**src/rtl/tdpr_pkg.sv**
```systemverilog
// Shared definitions for the True_DPR port arbiter.
// Holds the default geometry, the port identifiers used to index the
// per-port owner registers, and a helper for locating a requester's slice
// inside a flattened bus.
package tdpr_pkg;

  localparam int NUM_REQ_DEF   = 4;
  localparam int ADDR_SIZE_DEF = 8;
  localparam int DATA_SIZE_DEF = 8;

  localparam int PORT_A = 0;
  localparam int PORT_B = 1;

  // Low bit of requester idx's field in a bus flattened at 'width' bits per requester
  function automatic int slice_lo(input int idx, input int width);
    return idx * width;
  endfunction

endpackage

```
**src/rtl/tdpr_rr_pick.sv**
```systemverilog
// Circular first-set finder.
// Ports:
//   vec_i    candidate vector
//   start_i  index where the circular search begins
//   found_o  at least one bit of vec_i is set
//   idx_o    first set index at or after start_i, wrapping past N-1 to 0
module tdpr_rr_pick #(
  parameter int N  = 4,
  parameter int IW = 2
) (
  input  logic [N-1:0]  vec_i,
  input  logic [IW-1:0] start_i,
  output logic          found_o,
  output logic [IW-1:0] idx_o
);

  localparam logic [IW-1:0] LAST = IW'(N - 1);

  logic [IW-1:0] pos_s;
  logic          bit_s;
  logic          hit_s;

  // Walk N positions from start_i; the wrap uses a compare so non-power-of-two N works
  always_comb begin
    found_o = 1'b0;
    idx_o   = {IW{1'b0}};
    pos_s   = start_i;
    bit_s   = 1'b0;
    hit_s   = 1'b0;
    for (int k = 0; k < N; k++) begin
      bit_s = 1'b0;
      for (int j = 0; j < N; j++) begin
        bit_s = bit_s | ((pos_s == IW'(j)) & vec_i[j]);
      end
      hit_s   = ~found_o & bit_s;
      idx_o   = hit_s ? pos_s : idx_o;
      found_o = found_o | bit_s;
      pos_s   = (pos_s == LAST) ? {IW{1'b0}} : pos_s + IW'(1);
    end
  end

endmodule

```
**src/rtl/tdpr_port_arbiter.sv**
```systemverilog
// Shares one true dual-port RAM between NUM_REQ requesters.
// Each cycle the first requester found from rr_ptr gets port A and the next
// one after it gets port B, unless both target the same address and either
// writes, in which case B waits. Read data comes back one cycle later and is
// steered to the requester that owned the port.
// Ports:
//   clk, rst_n                      clock, asynchronous active-low reset
//   req/req_we/req_addr/req_din     per-requester request, flattened buses
//   gnt                             request accepted this cycle
//   rvalid/rdata                    per-requester read return, flattened
//   en_*/we_*/addr_*/din_*          RAM port controls (A and B)
//   dout_a, dout_b                  RAM read data, one cycle after the enable
import tdpr_pkg::*;

module tdpr_port_arbiter #(
  parameter int NUM_REQ   = NUM_REQ_DEF,
  parameter int ADDR_SIZE = ADDR_SIZE_DEF,
  parameter int DATA_SIZE = DATA_SIZE_DEF
) (
  input  logic                           clk,
  input  logic                           rst_n,
  input  logic [NUM_REQ-1:0]             req,
  input  logic [NUM_REQ-1:0]             req_we,
  input  logic [NUM_REQ*ADDR_SIZE-1:0]   req_addr,
  input  logic [NUM_REQ*DATA_SIZE-1:0]   req_din,
  output logic [NUM_REQ-1:0]             gnt,
  output logic [NUM_REQ-1:0]             rvalid,
  output logic [NUM_REQ*DATA_SIZE-1:0]   rdata,
  output logic                           en_a,
  output logic                           we_a,
  output logic                           en_b,
  output logic                           we_b,
  output logic [ADDR_SIZE-1:0]           addr_a,
  output logic [ADDR_SIZE-1:0]           addr_b,
  output logic [DATA_SIZE-1:0]           din_a,
  output logic [DATA_SIZE-1:0]           din_b,
  input  logic [DATA_SIZE-1:0]           dout_a,
  input  logic [DATA_SIZE-1:0]           dout_b
);

  localparam int            IW   = $clog2(NUM_REQ);
  localparam logic [IW-1:0] LAST = IW'(NUM_REQ - 1);

  logic [IW-1:0]           rr_ptr_q, rr_ptr_d;
  logic [1:0]              own_vld_q, own_vld_d;
  logic [1:0][IW-1:0]      own_idx_q, own_idx_d;

  logic                    a_found_s, b_found_s, b_gnt_s, hazard_s;
  logic [IW-1:0]           a_idx_s, b_idx_s, b_start_s, last_s;
  logic [NUM_REQ-1:0]      b_vec_s, gnt_s;
  logic                    a_we_s, b_we_s;
  logic [ADDR_SIZE-1:0]    a_addr_s, b_addr_s;
  logic [DATA_SIZE-1:0]    a_din_s, b_din_s;
  logic [NUM_REQ-1:0]      rvalid_s;
  logic [NUM_REQ*DATA_SIZE-1:0] rdata_s;

  tdpr_rr_pick #(.N(NUM_REQ), .IW(IW)) u_pick_a (
    .vec_i   (req),
    .start_i (rr_ptr_q),
    .found_o (a_found_s),
    .idx_o   (a_idx_s)
  );

  // B searches from just after A with A's own bit removed, so one request never gets both ports
  always_comb begin
    b_start_s = (a_idx_s == LAST) ? {IW{1'b0}} : a_idx_s + IW'(1);
    b_vec_s   = req;
    for (int i = 0; i < NUM_REQ; i++) begin
      b_vec_s[i] = req[i] & ~(a_found_s & (a_idx_s == IW'(i)));
    end
  end

  tdpr_rr_pick #(.N(NUM_REQ), .IW(IW)) u_pick_b (
    .vec_i   (b_vec_s),
    .start_i (b_start_s),
    .found_o (b_found_s),
    .idx_o   (b_idx_s)
  );

  // AND-OR mux of the winners' request fields
  always_comb begin
    a_we_s   = 1'b0;
    b_we_s   = 1'b0;
    a_addr_s = {ADDR_SIZE{1'b0}};
    b_addr_s = {ADDR_SIZE{1'b0}};
    a_din_s  = {DATA_SIZE{1'b0}};
    b_din_s  = {DATA_SIZE{1'b0}};
    for (int i = 0; i < NUM_REQ; i++) begin
      a_we_s   = a_we_s | ((a_idx_s == IW'(i)) & req_we[i]);
      b_we_s   = b_we_s | ((b_idx_s == IW'(i)) & req_we[i]);
      a_addr_s = a_addr_s | ({ADDR_SIZE{a_idx_s == IW'(i)}} & req_addr[slice_lo(i, ADDR_SIZE) +: ADDR_SIZE]);
      b_addr_s = b_addr_s | ({ADDR_SIZE{b_idx_s == IW'(i)}} & req_addr[slice_lo(i, ADDR_SIZE) +: ADDR_SIZE]);
      a_din_s  = a_din_s  | ({DATA_SIZE{a_idx_s == IW'(i)}} & req_din[slice_lo(i, DATA_SIZE) +: DATA_SIZE]);
      b_din_s  = b_din_s  | ({DATA_SIZE{b_idx_s == IW'(i)}} & req_din[slice_lo(i, DATA_SIZE) +: DATA_SIZE]);
    end
  end

  // Same-address access with a write on either side would race inside the RAM; B yields
  assign hazard_s = a_found_s & b_found_s & (a_addr_s == b_addr_s) & (a_we_s | b_we_s);
  assign b_gnt_s  = b_found_s & ~hazard_s;

  // Grant vector from the two port winners
  always_comb begin
    gnt_s = {NUM_REQ{1'b0}};
    for (int i = 0; i < NUM_REQ; i++) begin
      gnt_s[i] = (a_found_s & (a_idx_s == IW'(i))) | (b_gnt_s & (b_idx_s == IW'(i)));
    end
  end

  assign gnt    = rst_n ? gnt_s : {NUM_REQ{1'b0}};
  assign en_a   = rst_n & a_found_s;
  assign we_a   = rst_n & a_found_s & a_we_s;
  assign addr_a = (rst_n & a_found_s) ? a_addr_s : {ADDR_SIZE{1'b0}};
  assign din_a  = (rst_n & a_found_s) ? a_din_s  : {DATA_SIZE{1'b0}};
  assign en_b   = rst_n & b_gnt_s;
  assign we_b   = rst_n & b_gnt_s & b_we_s;
  assign addr_b = (rst_n & b_gnt_s) ? b_addr_s : {ADDR_SIZE{1'b0}};
  assign din_b  = (rst_n & b_gnt_s) ? b_din_s  : {DATA_SIZE{1'b0}};

  // Next pointer follows the last granted index; owners remember who reads on each port
  always_comb begin
    last_s = b_gnt_s ? b_idx_s : a_idx_s;
    if (a_found_s) begin
      rr_ptr_d = (last_s == LAST) ? {IW{1'b0}} : last_s + IW'(1);
    end else begin
      rr_ptr_d = rr_ptr_q;
    end
    own_vld_d              = 2'b00;
    own_idx_d              = {2{ {IW{1'b0}} }};
    own_vld_d[PORT_A]      = a_found_s & ~a_we_s;
    own_idx_d[PORT_A]      = a_idx_s;
    own_vld_d[PORT_B]      = b_gnt_s & ~b_we_s;
    own_idx_d[PORT_B]      = b_idx_s;
  end

  // State registers; reset drops any read still in flight
  always_ff @(posedge clk or negedge rst_n) begin
    if (!rst_n) begin
      rr_ptr_q  <= {IW{1'b0}};
      own_vld_q <= 2'b00;
      own_idx_q <= {2{ {IW{1'b0}} }};
    end else begin
      rr_ptr_q  <= rr_ptr_d;
      own_vld_q <= own_vld_d;
      own_idx_q <= own_idx_d;
    end
  end

  // Steer each port's registered read data to its owner; other slices stay 0
  always_comb begin
    rvalid_s = {NUM_REQ{1'b0}};
    rdata_s  = {(NUM_REQ*DATA_SIZE){1'b0}};
    for (int i = 0; i < NUM_REQ; i++) begin
      rvalid_s[i] = (own_vld_q[PORT_A] & (own_idx_q[PORT_A] == IW'(i))) |
                    (own_vld_q[PORT_B] & (own_idx_q[PORT_B] == IW'(i)));
      rdata_s[slice_lo(i, DATA_SIZE) +: DATA_SIZE] =
          ({DATA_SIZE{own_vld_q[PORT_A] & (own_idx_q[PORT_A] == IW'(i))}} & dout_a) |
          ({DATA_SIZE{own_vld_q[PORT_B] & (own_idx_q[PORT_B] == IW'(i))}} & dout_b);
    end
  end

  assign rvalid = rvalid_s;
  assign rdata  = rdata_s;

endmodule

```
**config.mk**
```make
export PLATFORM = sky130hd
export DESIGN_NAME = tdpr_port_arbiter
export DESIGN_NICKNAME = d
export VERILOG_FILES = /design/src/rtl/tdpr_pkg.sv /design/src/rtl/tdpr_rr_pick.sv /design/src/rtl/tdpr_port_arbiter.sv
export SDC_FILE = /design/constraint.sdc
export NUM_CORES = 1
export LEC_CHECK = 0
export ABC_AREA = 1
export CELL_PAD_IN_SITES_DETAIL_PLACEMENT = 1
export CELL_PAD_IN_SITES_GLOBAL_PLACEMENT = 2
export CORE_ASPECT_RATIO = 0.9
export CORE_UTILIZATION = 17
export CTS_CLUSTER_SIZE = 24
export DETAILED_ROUTE_END_ITERATION = 8
export GPL_TIMING_DRIVEN = 0
export PLACE_DENSITY = 0.88
export SLEW_MARGIN = 30
export SYNTH_ARGS = -nofsm -noshare
export SYNTH_HDL_FRONTEND = slang
export SYNTH_SLANG_ARGS = --single-unit
```
**constraint.sdc**
```tcl
create_clock -name clk -period 8.4 [get_ports clk]
set_input_delay 1.68 -clock clk [delete_from_list [all_inputs] [get_ports clk]]
set_output_delay 1.68 -clock clk [all_outputs]
set_load 0.005 [all_outputs]
```
==> impl_metrics.ini <==
[outcome]
status = complete, no violations

[clocking]
cts_max_path_buffers = 2
clock-sinks = 8
clk_latency_ns = 0.23
tritoncts = done
cts-root-buf = clkbuf_16
clk_pin_slew_ns = 0.04
htreeDepth = 1
numCtsBuffers = 3

[route]
wire_per_inst_um = 16.6
first_iter_violations = 161
via_per_inst = 4.91
route.vias.total = 4206
drc_errors = 0
ant_nets = 0
drtPass1Iterations = 4
wl_um = 14200

[sta]
worstMarginPinSlew_ns = 0.638
drv_slew = 0
fmax_mhz = 125
min_period_ns = 8.02
relSlewSlack_pct = 57.4
skew_ns = 0.000319
whs_ns = 0.631
fin_ws_ns = 0.379
min_period_over_period_pct = 95.5
setup_viol = 0
tns_ns = 0
finalHoldViolCount = 0

[global_route]
first_global_vias = 4415
grt_first_pass_wirelength_um = 22200
grt_overflow_total = 0
grt_usage_pct = 16.8
antenna_found_initial = 0
grt_max_degree = 11

[die]
start_util_pct = 17.4
die-area_um2 = 16300
core_area_um2 = 15400
pin_count = 166
die_h_um = 121
die_w_um = 135
fp-row-count = 43

[worst_setup_path]
critical_path_required_ns = 6.72
cp-end-kind = primary output
worstRegToRegCells = 38
r2r_end = rr_ptr_q[1]$_DFFE_PN0N_
crit_path_end = gnt[3]
max_stage_delay_ns = 0.56
rrSetupSlack_ns = 3.28
critPathKind = in2out
slowest_stage = clkdlybuf4s50_1
crit_top_cell = nand2_1
crit_arrival_ns = 6.34
critPathMaxFanout = 10
startpoint_type = primary input
reg2reg_from = rr_ptr_q[0]$_DFFE_PN0N_
startpoint = req[3]

[cells_and_area]
fin_util_pct = 30.6
drive_above_1_share_pct = 8.87
fin_nets = 758
antennaDiodeCount = 0
area_growth_pct = 75.5
fill_cells = 1973

[placed_design]
place_ws_ns = -0.228
hpwl_um = 11500
gp_congestion = 0.863
numPortBuffers = 161

[run]
drv_cap = 0

[synthesis]
synth.yosys.seq_area_share_pct = 7.44
synth_cell_types = 37
synth.cell_area_um2 = 2690
yosysWarnings = 0
syn_nets = 585
netlist_instances = 483
synth_area_per_cell_um2 = 5.57
yosys_register_bits = 8

[worst_hold_path]
whs_path_depth = 2
hold_path.class = reg2reg
hold_start = rr_ptr_q[1]$_DFFE_PN0N_
==> placed cells by master (no fill, tap or decap), drive strengths merged <==
cell	instances
a21oi	16
a221oi	5
a22o	18
a22oi	5
a31oi	5
a41oi	2
buf	23
clkbuf	9
clkdlybuf4s50	161
clkinv	2
dfrtp	8
ha	12
inv	52
nand2	148
nand3	50
nand4	18
nor2	65
nor3	3
o21ai	13
o21bai	3
o221ai	1
o22ai	35
==> timing repair <==
action,CTS,global route
pin swaps,0,4
setup endpoints to repair,21,22
cloned,0,0
buffers inserted,0,7
hold buffers,0,0
hold endpoints to repair,0,0
gates resized for setup,4,11
==> kinds of logic (layout without fill, tap and decap cells) <==
kind of cell,Yosys count,after routing,synth area share (%)
AND/OR/NAND/NOR,284,284,47.9
AO/OA/AOI/OAI,103,103,25.8
buffers and inverters,76,247,13.3
adder cells (fa/ha/maj),12,12,5.58
flip-flops,8,8,7.44
==> registers in the layout, summed over array words and instances (netlist names) <==
register	flops
own_idx_q	4
own_vld_q	2
rr_ptr_q	2
==> cells in the mapped netlist, drive strengths merged <==
library cell | number | area share [%]
a21oi | 16 | 3.0
a221oi | 5 | 1.6
a22o | 18 | 5.9
a22oi | 5 | 1.4
a31oi | 5 | 1.2
a41oi | 2 | 0.65
buf | 16 | 4.8
clkbuf | 6 | 0.84
clkinv | 2 | 0.28
dfrtp | 8 | 7.4
ha | 12 | 5.6
inv | 52 | 7.3
nand2 | 148 | 22
nand3 | 50 | 10
nand4 | 18 | 4.7
nor2 | 65 | 11
nor3 | 3 | 0.74
o21ai | 13 | 2.4
o21bai | 3 | 1.3
o221ai | 1 | 0.33
o22ai | 35 | 8.1
==> metal layers <==
metal	GRT usage [%]	share of wire (%)	vias up
met2	31.6	49	154
li1	-	-	2003
met5	0	0	-
met1	19.3	42	2039
met4	2.11	0.76	0
met3	4.34	7.9	10
==> area by class of cell <==
type	instances	area, µm²	share of cell area (%)
Tap cell	202	253	5.35
Buffer	22	161	3.42
Clock buffer	3	75.1	1.59
Timing Repair Buffer	168	1660	35.3
Multi-Input combinational cell	399	2160	45.7
Sequential cell	8	200	4.24
Inverter	54	208	4.40
==> per-stage QoR <==
step | cell area [µm²] | cells
after detailed placement | 4550 | 846
after global placement | 4550 | 846
after floorplan | 2690 | 483
final | 4720 | 856
after CTS | 4640 | 849
after global routing | 4720 | 856
==> worst min path at each step <==
stage	slack (ns)	to
2_1_floorplan	0.52	rr_ptr_q[1]$_DFFE_PN0N_
3_3_place_gp	0.62	rr_ptr_q[1]$_DFFE_PN0N_
3_5_place_dp	0.63	rr_ptr_q[1]$_DFFE_PN0N_
4_1_cts	0.64	rr_ptr_q[1]$_DFFE_PN0N_
5_1_grt	0.66	rr_ptr_q[1]$_DFFE_PN0N_
6_report	0.63	rr_ptr_q[1]$_DFFE_PN0N_
==> worst max-delay path: cells and delay by family <==
| family | cells | cell delay, ns |
|---|---|---|
| buffers and inverters | 9 | 1.74 |
| AO/OA/AOI/OAI | 4 | 0.59 |
| AND/OR/NAND/NOR | 21 | 2.15 |
| adder cells (fa/ha/maj) | 1 | 0.15 |
Power is not shown: default switching activity piles up to over one toggle a cycle in this logic, so the estimate is an artifact.
